<file path="src/rtl/mem_pkg.sv">
// Shared encodings for the MEM-stage load/store engine.
// Holds the access-size codes, the FSM states and the alignment rule.
package mem_pkg;

    localparam logic [1:0] MEM_WORD = 2'b00;
    localparam logic [1:0] MEM_HALF = 2'b01;
    localparam logic [1:0] MEM_BYTE = 2'b10;

    typedef enum logic [1:0] {
        IDLE = 2'b00,
        WAIT = 2'b01,
        DONE = 2'b10
    } state_t;

    // Bytes never fault; halves need an even address; word and reserved sizes need word alignment.
    function automatic logic misaligned(input logic [1:0] size, input logic [1:0] lo);
        case (size)
            MEM_BYTE: return 1'b0;
            MEM_HALF: return lo[0];
            default:  return |lo;
        endcase
    endfunction

endpackage

</file>
<file path="src/rtl/mem_access_unit_load_align.sv">
// Load lane selection and sign/zero extension of a captured bus word.
// Little-endian: byte lane = offset, half lane = offset[1].
module load_align
    import mem_pkg::*;
(
    input  logic [31:0] word,
    input  logic [1:0]  offset,
    input  logic [1:0]  size,
    input  logic        sign_ext,
    output logic [31:0] result
);

    logic [7:0]  lane_b;
    logic [15:0] lane_h;

    // Pick the addressed lane and extend it to 32 bits.
    always_comb begin
        lane_b = word[7:0];
        case (offset)
            2'b00:   lane_b = word[7:0];
            2'b01:   lane_b = word[15:8];
            2'b10:   lane_b = word[23:16];
            2'b11:   lane_b = word[31:24];
            default: lane_b = word[7:0];
        endcase
        if (offset[1]) begin
            lane_h = word[31:16];
        end else begin
            lane_h = word[15:0];
        end
        case (size)
            MEM_BYTE: result = {{24{sign_ext & lane_b[7]}}, lane_b};
            MEM_HALF: result = {{16{sign_ext & lane_h[15]}}, lane_h};
            default:  result = word;
        endcase
    end

endmodule

</file>
<file path="src/rtl/mem_access_unit.sv">
// MEM-stage load/store engine: turns an EX/MEM access into a req/ack bus
// transaction, stalls the pipeline meanwhile and returns the aligned load data.
module mem_access_unit
    import mem_pkg::*;
#(
    parameter int unsigned TIMEOUT  = 16,
    parameter logic [31:0] ERR_DATA = 32'h0
)
(
    input  logic        clk,
    input  logic        reset,
    input  logic        MemRead,
    input  logic        MemWrite,
    input  logic [1:0]  MemSize,
    input  logic        MemSigned,
    input  logic [31:0] ALUResult,
    input  logic [31:0] WriteData,
    input  logic        RegWr,
    output logic        bus_req,
    output logic        bus_we,
    output logic [31:0] bus_addr,
    output logic [3:0]  bus_be,
    output logic [31:0] bus_wdata,
    input  logic        bus_ack,
    input  logic [31:0] bus_rdata,
    output logic [31:0] ReadData,
    output logic        WbRegWr,
    output logic        Stall,
    output logic        AddrErr,
    output logic        BusErr
);

    localparam logic [7:0] TMO_LAST = 8'(TIMEOUT - 1);

    state_t      state;
    state_t      next_state;
    logic        acc;
    logic        mis;
    logic        launch;
    logic        expire;
    logic [7:0]  wait_cnt;
    logic [3:0]  st_be;
    logic [31:0] st_wdata;
    logic [31:0] data;
    logic [1:0]  lane_off;
    logic [1:0]  lane_size;
    logic        lane_signed;
    logic [31:0] aligned;

    assign acc    = MemRead | MemWrite;
    assign mis    = acc & misaligned(MemSize, ALUResult[1:0]);
    assign launch = (state == IDLE) & acc & ~mis;
    // Ack has priority over expiry, so expiry is qualified by ~bus_ack.
    assign expire = (state == WAIT) & ~bus_ack & (wait_cnt == TMO_LAST);

    // Store lane replication and byte enables; loads always read the full word.
    always_comb begin
        st_be    = 4'b1111;
        st_wdata = WriteData;
        if (MemWrite) begin
            case (MemSize)
                MEM_BYTE: begin
                    st_be    = 4'b0001 << ALUResult[1:0];
                    st_wdata = {4{WriteData[7:0]}};
                end
                MEM_HALF: begin
                    st_be    = ALUResult[1] ? 4'b1100 : 4'b0011;
                    st_wdata = {2{WriteData[15:0]}};
                end
                default: begin
                    st_be    = 4'b1111;
                    st_wdata = WriteData;
                end
            endcase
        end else begin
            st_be    = 4'b1111;
            st_wdata = WriteData;
        end
    end

    // FSM state register.
    always_ff @(posedge clk or posedge reset) begin
        if (reset) begin
            state <= IDLE;
        end else begin
            state <= next_state;
        end
    end

    // FSM next-state logic.
    always_comb begin
        next_state = state;
        case (state)
            IDLE: begin
                if (launch) begin
                    next_state = WAIT;
                end else begin
                    next_state = IDLE;
                end
            end
            WAIT: begin
                if (bus_ack || expire) begin
                    next_state = DONE;
                end else begin
                    next_state = WAIT;
                end
            end
            DONE:    next_state = IDLE;
            default: next_state = IDLE;
        endcase
    end

    // Bus request, wait counter, data capture and abort flag.
    always_ff @(posedge clk or posedge reset) begin
        if (reset) begin
            bus_req     <= 1'b0;
            bus_we      <= 1'b0;
            bus_addr    <= 32'h0;
            bus_be      <= 4'b0000;
            bus_wdata   <= 32'h0;
            data        <= 32'h0;
            BusErr      <= 1'b0;
            wait_cnt    <= 8'd0;
            lane_off    <= 2'b00;
            lane_size   <= MEM_WORD;
            lane_signed <= 1'b0;
        end else begin
            case (state)
                IDLE: begin
                    BusErr <= 1'b0;
                    if (launch) begin
                        bus_req     <= 1'b1;
                        bus_we      <= MemWrite;
                        bus_addr    <= {ALUResult[31:2], 2'b00};
                        bus_be      <= st_be;
                        bus_wdata   <= st_wdata;
                        wait_cnt    <= 8'd0;
                        lane_off    <= ALUResult[1:0];
                        lane_size   <= MemSize;
                        lane_signed <= MemSigned;
                    end
                end
                WAIT: begin
                    if (bus_ack) begin
                        bus_req <= 1'b0;
                        data    <= bus_rdata;
                    end else if (expire) begin
                        bus_req <= 1'b0;
                        BusErr  <= 1'b1;
                        data    <= ERR_DATA;
                    end else begin
                        wait_cnt <= wait_cnt + 8'd1;
                    end
                end
                DONE:    BusErr <= 1'b0;
                default: BusErr <= 1'b0;
            endcase
        end
    end

    load_align u_load_align (
        .word     (data),
        .offset   (lane_off),
        .size     (lane_size),
        .sign_ext (lane_signed),
        .result   (aligned)
    );

    // Pipeline handshake; Stall is forced low while reset is held so the pipeline is released at once.
    always_comb begin
        Stall    = ~reset & (launch | (state == WAIT));
        AddrErr  = mis & (state == IDLE);
        WbRegWr  = RegWr & ~Stall & ~mis & ~((state == DONE) & BusErr & MemRead);
        if ((state == DONE) && BusErr) begin
            ReadData = ERR_DATA;
        end else begin
            ReadData = aligned;
        end
    end

endmodule

</file>
<file path="config.mk">
export PLATFORM = sky130hd
export DESIGN_NAME = mem_access_unit
export DESIGN_NICKNAME = d
export VERILOG_FILES = /design/src/rtl/mem_pkg.sv /design/src/rtl/mem_access_unit_load_align.sv /design/src/rtl/mem_access_unit.sv
export SDC_FILE = /design/constraint.sdc
export NUM_CORES = 1
export LEC_CHECK = 0
export CAP_MARGIN = 20
export CELL_PAD_IN_SITES_DETAIL_PLACEMENT = 1
export CELL_PAD_IN_SITES_GLOBAL_PLACEMENT = 1
export CORE_AREA = 8 8 148 150
export CTS_CLUSTER_DIAMETER = 200
export DETAILED_ROUTE_END_ITERATION = 12
export DIE_AREA = 0 0 156 158
export PLACE_DENSITY = 0.73
export SETUP_SLACK_MARGIN = 0.1
export SKIP_LAST_GASP = 1
export SLEW_MARGIN = 20
export SYNTH_ARGS = -nofsm -noshare
export SYNTH_HDL_FRONTEND = slang
export SYNTH_SLANG_ARGS = --single-unit
</file>
<file path="constraint.sdc">
create_clock -name clk -period 4.3 [get_ports clk]
set_input_delay 1.075 -clock clk [delete_from_list [all_inputs] [get_ports clk]]
set_output_delay 1.075 -clock clk [all_outputs]
set_load 0.01 [all_outputs]
</file>
## Word level (Yosys, flattened, before mapping)

Cells that the tools add are included.
Widths: inputs -> output; s select.

| storage, ports and cells | value |
|---|---|
| output and inout bits | 106 |
| ROM bits | 0 |
| bits of input ports | 105 |
| memories | 0 |
| latch bits | 0 |
| bits in registers | 116 |
| word-level logic and storage cells | 88 |
| memory bits (writable) | 0 |

| operators by class | value |
|---|---|
| shift operators | 1 |
| div/mod/pow operators | 0 |
| muxes and demuxes | 26 |
| add/subtract/negate cells | 1 |
| multipliers | 0 |
| order comparisons | 0 |
| bitwise gates (word level) | 21 |
| eq/ne operators | 15 |
| reduce and logical (&&, ||, !) cells | 12 |

Operators by type and width:

| operator | count |
|---|---|
| $mux 32 | 4 |
| $pmux 32 s2 | 2 |
| $pmux 8 s4 | 1 |
| $mux 8 | 3 |
| $mux 16 | 1 |
| $pmux 8 s2 | 1 |
| $and 1x1->1 | 14 |
| $eq 2x2->1 const B | 5 |
| $add 8x1->8 const B | 1 |
| $eq 2x1->1 const B | 4 |
| $eq 8x4->1 const B | 1 |
| $mux 4 | 2 |
| $ne 2x2->1 const B | 4 |
| $pmux 4 s2 | 1 |
| $mux 1 | 7 |
| $reduce_and 2->1 | 3 |
| $not 1->1 | 5 |
| $logic_not 2->1 | 2 |
| $pmux 1 s2 | 2 |
| $pmux 2 s2 | 1 |
| $reduce_and 4->1 | 1 |
| $reduce_bool 2->1 | 2 |
| $shl 1x2->4 const A | 1 |
| $ne 3x3->1 const B | 1 |
| other kinds (6) | 7 |

## Logic depth before layout (Yosys ltp)

Gate-level depths: netlist of run 1.

| depth | value |
|---|---|
| depth in word-level cells | 11 |
| mapped depth | 8 |
| depth with buffers taken out | 6 |

## Modules after synthesis

Synthesis of run 1 repeated with hierarchy kept, for this count alone.

| second synthesis, totals | value |
|---|---|
| cells, all modules | 542 |
| area total of the unflattened synthesis | 5794.3 sq um |

Modules (own cells, without submodules):

| module | sequential area each (sq um) | area an instance (sq um) | times used | cells each |
|---|---|---|---|---|
| mem_access_unit | 2902.8 | 5033.6 | 1 | 424 |
| load_align | 0.0 | 760.7 | 1 | 118 |

## Worst setup path before layout of run 1

OpenSTA, ideal clock, no wires.

| path | value |
|---|---|
| path kind | input to output |
| start | input port MemSize[0] |
| end | output port WbRegWr |
| slack | 0.914 ns |
| arrival | 2.311 ns |
| buffers on the path | 0 |
| cell stages on the path | 6 |
| data required time | 3.225 ns |
| cell sequence | inv_1 -> ha_1 -> o21ai_1 -> o2111ai_2 -> a21oi_1 -> nor3b_1 |

| between the ends | value |
|---|---|
| longest elaborated chain between the ends | 11 |
| elaborated cells on any way between the ends | 12 |
| those cells by class | 2 x eq/ne; 1 x mux; 9 x bitwise |

Ends and longest elaborated chain:

| element | RTL line | source |
|---|---|---|
| from (decl) | mem_access_unit.sv:14 | `input logic [1:0] MemSize,` |
| $eq 2x1->1 or $eq 2x2->1 (tied branches) | mem_pkg.sv:17 | `case (size)` |
| $pmux 1 s2 * | mem_pkg.sv:17 |  |
| $and 1x1->1 * | mem_access_unit.sv:51 | `assign mis = acc & misaligned(MemSize, ALUResult[1:0]);` |
| $not 1->1 * | mem_access_unit.sv:52 | `assign launch = (state == IDLE) & acc & ~mis;` |
| $and 1x1->1 * | mem_access_unit.sv:52 |  |
| $or 1x1->1 * | mem_access_unit.sv:171 | `Stall = ~reset & (launch \| (state == WAIT));` |
| $and 1x1->1 * | mem_access_unit.sv:171 |  |
| named net Stall | mem_access_unit.sv:28 | `output logic Stall,` |
| $not 1->1 * | mem_access_unit.sv:173 | `WbRegWr = RegWr & ~Stall & ~mis & ~((state == DONE) & BusErr & MemRead);` |
| $and 1x1->1 * (3 in series) | mem_access_unit.sv:173 |  |
| to (decl) | mem_access_unit.sv:27 | `output logic WbRegWr,` |

Mark *: on every way through the listed nets, which the timed path passes. The rest lies on a longest branch.

## Final worst setup path of run 1

| path | value |
|---|---|
| start | input port MemSize[0] |
| end | output port WbRegWr |

| between the ends | value |
|---|---|
| longest elaborated chain between the ends | 11 |
| elaborated cells on any way between the ends | 12 |
| those cells by class | 2 x eq/ne; 1 x mux; 9 x bitwise |

Ends and longest elaborated chain:

| element | RTL line |
|---|---|
| $eq 2x1->1 or $eq 2x2->1 (tied branches) | mem_pkg.sv:17 |
| $pmux 1 s2 * | mem_pkg.sv:17 |
| $and 1x1->1 * | mem_access_unit.sv:51 |
| $not 1->1 * | mem_access_unit.sv:52, mem_access_unit.sv:173 |
| $and 1x1->1 | mem_access_unit.sv:52 |
| $or 1x1->1 | mem_access_unit.sv:171 |
| $and 1x1->1 | mem_access_unit.sv:171 |
| $not 1->1 | mem_access_unit.sv:173 |
| $and 1x1->1 | mem_access_unit.sv:173 |
| $and 1x1->1 * (2 in series) | mem_access_unit.sv:173 |

Mark *: on every way between the ends. The rest lies on a longest branch, timed or not.

==> metrics.md, run 1 <==
| Metric | Value |
|---|---|
| Area of placed instances | 7950 um^2 |
| Die boundary width | 156 um |
| Class of the tightest hold or removal check | flip-flop to flip-flop |
| Power density normalized to cell area | 812 nW/um^2 |
| Final setup margin | 0.275 ns |
| Slew HR | 32.4% |
| Worst setup slack after placement | -0.00330 ns |
| Critical Path Source Type | input port |
| Number of top-level design ports | 211 |
| Cells traversed along the worst timing path | clkdlybuf4s50_1, inv_1, ha_1, o21ai_1, buf_4, buf_4, o2111ai_4, a21oi_1, nor3b_1, dlygate4sd2_1 |
| Final Hold Violating Endpoints | 0 |
| Fraction of synthesized area in multiplexers | 3.25% |
| Number of instances in the synthesized netlist | 588 |
| Async set or reset register ratio after synthesis | 100% |
| Post-detailed-route count of antenna-violating nets | 0 |
| Antenna violations before repair | 1 |
| Drt first-iter violations | 154 |
| Crit path depth | 10 |
| Initial Utilization | 28.1% |
| Drt pass-1 iters | 4 |
| Filler cell count in the final layout | 2224 |
| Origin of the worst setup path | MemSize[0] |
| Tcrit/Tclk final | 93.6% |
| Gr busiest metal | met2 |
| Fraction of final layout cells with drive strength greater than 1 | 7.90% |
| Met3 global-route usage | 9.34% |
| Xor and xnor fraction of the mapped netlist area | 0.316% |
| Compound-Gate Fraction of Synth Area | 19.0% |
| Clk Tree Root Cell | sky130_fd_sc_hd__clkbuf_16 |
| Post-CTS Hold Fix Bufs | 0 |
| Number of synthesized register bits | 116 |
| Distinct cells, synth | 48 |
| Total of buffers placed on input and output ports | 208 |
| Clock tree buffer depth | 2 |
| Final-report max-slew violation count | 0 |
| Met1 Track Usage GR | 19.9% |
| Dominant cell by count in the synthesized netlist | sky130_fd_sc_hd__nand2_1 |
| Area of all placed cells without fillers | 8590 um^2 |
| Via Count | 5204 |
| Antenna diode count | 0 |
| Count of clock tree sinks | 116 |
| H-tree Lvls | 4 |
| Area share of and/or/nand/nor cells after synthesis | 19.1% |
| Last element of the critical path | WbRegWr |
| Clock tree from TritonCTS | yes |
| Final critical path time including I/O delays and setup | 4.02 ns |
| Element type at the critical path end | primary output |
| Measured slew at the worst slew-check pin | 1.01 ns |
| CP required | 3.22 ns |
| HPWL after DPL | 15400 um |
| Synthesized-area fraction occupied by adder cells | 1.13% |
| R2r endpoint | bus_be[3] |
| Floorplan die height | 158 um |
| Max Clk Rate | 0.248 GHz |
| Area added between synthesis and finish | 55.2% |
| Count of max-cap constraint violations | 0 |
| Area share of the largest cell type after synthesis | 52.4% |
| First-pass GRT wire length | 32700 um |
| Setup violation total in the final timing report | 0 |
| Placed cells | 1048 |
| Outcome | complete, no violations |
| Worst reg2reg setup slack | 2.27 ns |
| CP max stage delay | 0.47 ns |
| Largest net degree at the start of global routing | 99 |
| Worst hold margin | 0.470 ns |
| Drc violations | 0 |
| Crit path buf inv count | 5 |
| Primary flip-flop cell chosen by synthesis mapping | sky130_fd_sc_hd__dfrtp_1 |
| TritonCTS Buffers | 17 |
| Total global routing track utilization | 17.3% |
| Clock-pin slew reported for the worst setup and hold paths after clock tree synthesis | 0.05 ns |
| Arr. time, crit path | 2.95 ns |
| Final core utilization | 43.6% |
| Total gr overflow | 0 |
| Number of nets at the end of the flow | 907 |
| Max IR drop VDD | 0.000342 V |
| Detailed-route wire length | 21100 um |
| GR Util met2 | 27.7% |
| Final weighted congestion of routability-driven global placement | 0.820 |
| Post-detailed-route wirelength per cell | 19.6 um |
| Maximum fanout count along the critical path | 4 |
| Clock insertion delay at the later pin of the skew report | 0.41 ns |
| Non-filler instance count after layout | 1080 |
| Std cell rows | 52 |
| Top Family by Delay on Critical Path | buffers and inverters |
| Number of synthesized flops with an enable pin | 0 |
| Avg Vias per Cell | 4.82 |
| Most instantiated cells after synthesis | sky130_fd_sc_hd__nand2_1 (190), sky130_fd_sc_hd__dfrtp_1 (116), sky130_fd_sc_hd__a22o_1 (32) |
| RSZ-0062 raised after global routing | false |
| Critical Setup Path Class | input port to primary output |
| Reg-to-reg startpoint | state[1] |
| Cell taking the most area after synthesis | sky130_fd_sc_hd__dfrtp_1 |
| Vias in the first global route | 5547 |
| Slowest cell on the critical path | sky130_fd_sc_hd__clkdlybuf4s50_1 |
| Sequential area share after synthesis | 52.4% |
| Placeable Area | 19700 um^2 |
| Top cell by count, worst path | sky130_fd_sc_hd__buf_4 |
| Largest family of logic cells by synthesized area | simple AND/OR/NAND/NOR gates |
| Area of the mapped netlist | 5540 um^2 |
| Leakage power total | 3.85 nW |
| Number of warnings reported in the yosys synthesis log | 0 |
| Cell count of the worst reg-to-reg path | 4 |
| Post-Syn Area per Cell | 9.41 um^2 |
| Number of cells traversed by the worst hold path | 2 |
| Final worst clock skew | 0.00809 ns |
| Area of the die | 24600 um^2 |
| Most area-consuming cells after synthesis | sky130_fd_sc_hd__dfrtp_1 (52%), sky130_fd_sc_hd__nand2_1 (13%), sky130_fd_sc_hd__a22o_1 (5.1%) |
[cell families after synthesis]
logic type	Yosys count
AND/OR/NAND/NOR	251
AO/OA/AOI/OAI	144
flip-flops	116
buffers and inverters	51
multiplexers	18
adder cells (fa/ha/maj)	5
XOR/XNOR	2
other	1
[report_power, final]
part	leakage [nW]	internal [W]	switching (W)
clock network	0.306	0.00102	0.000523
logic	2.10	0.00178	0.00166
registers	1.44	0.00160	0.000383
total	3.85	0.00440	0.00257
[cell type report]
cell class              instances  area, um^2  area share (%)
flip-flops and latches        116        2900            33.8
multi-input cells             422        2390            27.9
repair buffers                230        2270            26.5
clock buffers                  21         470            5.48
well taps                     270         338            3.93
clock inverters                11         174            2.02
inverters                      10        40.0           0.466
[worst min-delay path by stage]
| stage | startpoint | endpoint | slack [ns] |
|---|---|---|---|
| after floorplan | wait_cnt[0] | wait_cnt[0] | 0.48 |
| after global placement | bus_addr[30] | bus_addr[30] | 0.46 |
| after detailed placement | bus_addr[23] | bus_addr[23] | 0.46 |
| after CTS | bus_addr[24] | bus_addr[24] | 0.47 |
| after global routing | bus_addr[19] | bus_addr[19] | 0.50 |
| final | bus_addr[24] | bus_addr[24] | 0.47 |
[registers in the layout, indices dropped and copies added, names as in the netlist]
name / flops
BusErr: 1
bus_addr: 30
bus_be: 4
bus_req: 1
bus_wdata: 32
bus_we: 1
data: 32
lane_off: 2
lane_signed: 1
lane_size: 2
state: 2
wait_cnt: 8
[layer usage]
layer	up-vias	routed length, um
met3	15	2470
met1	2552	8570
met4	2	180
met5	-	13
met2	194	9900
li1	2441	-
[worst reg2reg max path, cell delays in order (launching register included)]
cell and delay [ns]:
sky130_fd_sc_hd__dfrtp_1 0.49, sky130_fd_sc_hd__nor2_1 0.16, sky130_fd_sc_hd__o2111ai_4 0.13, sky130_fd_sc_hd__buf_4 0.75, sky130_fd_sc_hd__o21ai_0 0.34
[cells in the final DEF (no fill, tap or decap), types with 7 or more instances in the layout]
cell	synthesis	final
sky130_fd_sc_hd__mux2i_1	18	18
sky130_fd_sc_hd__nor2_1	26	26
sky130_fd_sc_hd__o21ai_1	8	8
sky130_fd_sc_hd__o21ai_0	26	26
sky130_fd_sc_hd__a31oi_1	9	9
sky130_fd_sc_hd__nand2_1	190	190
sky130_fd_sc_hd__clkdlybuf4s50_1	0	205
sky130_fd_sc_hd__nand2b_1	12	12
sky130_fd_sc_hd__a221oi_1	8	8
sky130_fd_sc_hd__o22a_1	7	7
sky130_fd_sc_hd__o31ai_1	16	16
sky130_fd_sc_hd__a22oi_1	8	8
sky130_fd_sc_hd__dfrtp_1	116	116
sky130_fd_sc_hd__buf_4	3	20
sky130_fd_sc_hd__a22o_1	32	32
sky130_fd_sc_hd__inv_1	10	9
sky130_fd_sc_hd__a21oi_1	15	15
sky130_fd_sc_hd__clkbuf_16	0	17
[metrics by stage]
stage / total power (W) / TNS (ns)
floorplan: 0.00354 / 0
global placement: 0.00541 / 0
detailed placement: 0.00547 / -0.00330
CTS: 0.00706 / 0
global route: 0.00743 / 0
finish: 0.00697 / 0
[what timing repair did]
action	CTS	global route
gates resized for setup	2	1
setup buffers	0	0
pin swaps	0	0
setup endpoints to repair	2	1
Note: power is estimated with default switching activity, not from simulation.
==> inputs of run 2 (changes only) <==
- CELL_PAD_IN_SITES_GLOBAL_PLACEMENT: 1 -> 2
- CORE_AREA: 8 8 148 150 -> 8 8 165 167
- DIE_AREA: 0 0 156 158 -> 0 0 173 175
==> run 2 against run 1 <==
Net effect:
- routed wire length rose by 3.4%
- combinational power about the same
- clock power hardly changed
- cell area rose by 0.31%
- highest routed layer unchanged
- register-to-register slack worse by 0.09 ns
- sequential share of layout area decreased by 0.10 points
- total power shrank 0.71%
==> metrics.md, run 2 (synthesized netlist as in run 1, its figures left out) <==
| Metric | Value |
|---|---|
| Largest net degree at the start of global routing | 93 (was 99) |
| Tcrit/Tclk final | 94.8% (was 93.6%) |
| Power density normalized to cell area | 804 nW/um^2 (was 812 nW/um^2) |
| Fraction of final layout cells with drive strength greater than 1 | 7.81% (was 7.90%) |
| Post-CTS Hold Fix Bufs | 0 (unchanged) |
| Antenna diode count | 0 (unchanged) |
| Count of max-cap constraint violations | 0 (unchanged) |
| HPWL after DPL | 15800 um (was 15400 um) |
| Final-report max-slew violation count | 0 (unchanged) |
| Drc violations | 0 (unchanged) |
| Clock tree from TritonCTS | yes (unchanged) |
| Most common cell after layout, fill and taps aside | sky130_fd_sc_hd__clkdlybuf4s50_1 (unchanged) |
| Area of all placed cells without fillers | 8620 um^2 (was 8590 um^2) |
| Measured slew at the worst slew-check pin | 1.04 ns (was 1.01 ns) |
| H-tree Lvls | 4 (unchanged) |
| Placeable Area | 24700 um^2 (was 19700 um^2) |
| Crit path buf inv count | 4 (was 5) |
| Power Internal | 0.00432 W (was 0.00440 W) |
| Sequential cell area | 2900 um^2 (unchanged) |
| Area of placed instances | 8000 um^2 (was 7950 um^2) |
| Slew HR | 30.7% (was 32.4%) |
| Total of buffers placed on input and output ports | 208 (unchanged) |
| Worst hold margin | 0.472 ns (was 0.470 ns) |
| Clock insertion delay at the later pin of the skew report | 0.42 ns (was 0.41 ns) |
| Via Count | 5132 (was 5204) |
| Filler cell count in the final layout | 2873 (was 2224) |
| Final critical path time including I/O delays and setup | 4.08 ns (was 4.02 ns) |
| Vias in the first global route | 5664 (was 5547) |
| Proportion of power drawn by combinational gates | 49.9% (was 49.4%) |
| Initial Utilization | 22.4% (was 28.1%) |
| Critical Path Source Type | input port (unchanged) |
| Element type at the critical path end | primary output (unchanged) |
| Antenna violations before repair | 3 (was 1) |
| Count of clock tree sinks | 116 (unchanged) |
| Detailed-route wire length | 21800 um (was 21100 um) |
| Power spent charging and discharging nets | 0.00261 W (was 0.00257 W) |
| Die boundary width | 173 um (was 156 um) |
| Avg Vias per Cell | 4.51 (was 4.82) |
| Max Clk Rate | 0.245 GHz (was 0.248 GHz) |
| Total gr overflow | 0 (unchanged) |
| Part of the power in registers | 28.3% (was 28.5%) |
| First-pass GRT wire length | 34500 um (was 32700 um) |
| Drt pass-1 iters | 4 (unchanged) |
| Most frequent cells in the layout | sky130_fd_sc_hd__clkdlybuf4s50_1 (205), sky130_fd_sc_hd__nand2_1 (190), sky130_fd_sc_hd__dfrtp_1 (116) (unchanged) |
| Clock tree buffer depth | 2 (unchanged) |
| CP max stage delay | 0.48 ns (was 0.47 ns) |
| Area added between synthesis and finish | 55.7% (was 55.2%) |
| Top Family by Delay on Critical Path | buffers and inverters (unchanged) |
| Multi-input combinational cell area | 2400 um^2 (was 2390 um^2) |
| Final Hold Violating Endpoints | 0 (unchanged) |
| Clk Tree Root Cell | sky130_fd_sc_hd__clkbuf_16 (unchanged) |
| Regs by FF count | bus_wdata (32), data (32), bus_addr (30) (unchanged) |
| Setup violation total in the final timing report | 0 (unchanged) |
| Cells traversed along the worst timing path | clkdlybuf4s50_1, inv_1, ha_1, o21ai_1, buf_4, a21boi_0, a2bb2oi_1, nor3b_1, dlygate4sd2_1 (was clkdlybuf4s50_1, inv_1, ha_1, o21ai_1, buf_4, buf_4, o2111ai_4, a21oi_1, nor3b_1, dlygate4sd2_1) |
| Critical Setup Path Class | input port to primary output (unchanged) |
| Outcome | complete, no violations (unchanged) |
| Post-detailed-route wirelength per cell | 19.2 um (was 19.6 um) |
| Final worst clock skew | 0.0105 ns (was 0.00809 ns) |
| Maximum fanout count along the critical path | 4 (unchanged) |
| Final weighted congestion of routability-driven global placement | 0.750 (was 0.820) |
| Total global routing track utilization | 14.7% (was 17.3%) |
| Max IR drop VDD | 0.000280 V (was 0.000342 V) |
| Std cell rows | 58 (was 52) |
| Slowest cell on the critical path | sky130_fd_sc_hd__clkdlybuf4s50_1 (unchanged) |
| Post-detailed-route count of antenna-violating nets | 0 (unchanged) |
| CP required | 3.22 ns (about the same) |
| TritonCTS Buffers | 17 (unchanged) |
| Floorplan die height | 175 um (was 158 um) |
| Arr. time, crit path | 3.00 ns (was 2.95 ns) |
| Class of the tightest hold or removal check | flip-flop to flip-flop (unchanged) |
| Number of top-level design ports | 211 (unchanged) |
| RSZ-0062 raised after global routing | false (unchanged) |
| Drt first-iter violations | 290 (was 154) |
| Area of the die | 30300 um^2 (was 24600 um^2) |
| Switching Fraction | 37.7% (was 36.9%) |
| Clock network power share | 21.8% (was 22.1%) |
| Clock-pin slew reported for the worst setup and hold paths after clock tree synthesis | 0.06 ns (was 0.05 ns) |
| Leakage power total | 3.81 nW (was 3.85 nW) |
| Number of nets at the end of the flow | 904 (was 907) |
-- run 2: changes by cell type in the layout (fill, tap and decap cells not counted) --
cell / change
sky130_fd_sc_hd__buf_4: -3
sky130_fd_sc_hd__clkinv_4: +3
sky130_fd_sc_hd__clkbuf_8: -2
sky130_fd_sc_hd__a21oi_1: -1
sky130_fd_sc_hd__a21oi_2: +1
sky130_fd_sc_hd__bufinv_16: -1
sky130_fd_sc_hd__clkbuf_1: -1
sky130_fd_sc_hd__dlygate4sd2_1: +1
sky130_fd_sc_hd__dlymetal6s2s_1: -1
sky130_fd_sc_hd__inv_6: +1
-- run 2: path summary, 6_finish.rpt --
kind | slack (ns) | cells after the start | end | from
worst min-delay path | 0.47 | 2 | bus_addr[5] | bus_addr[5]
worst max register to register | 2.18 | 5 | bus_wdata[20] | state[1]
worst min register to register | 0.47 | 2 | bus_addr[5] | bus_addr[5]
worst max-delay path | 0.22 | 9 | WbRegWr | MemSize[0]
min in group asynchronous | 1.23 | 2 | wait_cnt[7] | reset
max in group asynchronous | 2.31 | 3 | data[7] | reset
-- run 2: cell type report --
| type | instances | share of cell area [%] |
|---|---|---|
| timing repair buffer | 227 | 26.1 |
| clock buffer | 18 | 5.10 |
| multi-input combinational | 422 | 27.8 |
| clock inverter | 14 | 2.08 |
| inverter | 10 | 0.465 |
| sequential | 116 | 33.7 |
| tap | 330 | 4.79 |
-- run 2: routing by layer --
metal,vias up,share of wire [%],global-route usage (%)
met5,-,0.19,0
met4,6,1.5,4.53
met3,29,11,8.42
met2,195,43,22.2
met1,2462,44,17.3
li1,2440,-,-
-- run 2: worst reg2reg max path, stage by stage, from the launching register on --
cell and delay [ns]:
sky130_fd_sc_hd__dfrtp_1 0.47, sky130_fd_sc_hd__nor2_1 0.15, sky130_fd_sc_hd__o2111ai_4 0.14, sky130_fd_sc_hd__buf_4 0.20, sky130_fd_sc_hd__buf_4 0.69, sky130_fd_sc_hd__o21ai_0 0.31
-- run 2: stage by stage --
step	setup TNS [ns]	setup slack [ns]	total power (W)	utilization, %	std cells
after floorplan	0	0.153	0.00354	-	589
final	0	0.223	0.00692	34.9	1137
after detailed placement	-0.0676	-0.0676	0.00550	32.4	1105
after global routing	0	0.132	0.00742	34.9	1137
after CTS	0	0.184	0.00705	34.9	1137
after global placement	-0.0676	-0.0676	0.00547	32.4	1105
-- run 2: power by group through the flow --
| stage | combinational [W] | sequential [W] | clock, W |
|---|---|---|---|
| 2_1_floorplan | 0.00150 | 0.00204 | 0 |
| 3_3_place_gp | 0.00350 | 0.00197 | 0 |
| 3_5_place_dp | 0.00352 | 0.00198 | 0 |
| 4_1_cts | 0.00353 | 0.00197 | 0.00155 |
| 5_1_grt | 0.00380 | 0.00204 | 0.00159 |
| 6_report | 0.00346 | 0.00196 | 0.00151 |
-- run 2: what timing repair did --
action / 4_1_cts / 5_1_grt
setup endpoints to repair: 3 / 0
buffers inserted: 0 / 0
resized for setup: 4 / 0
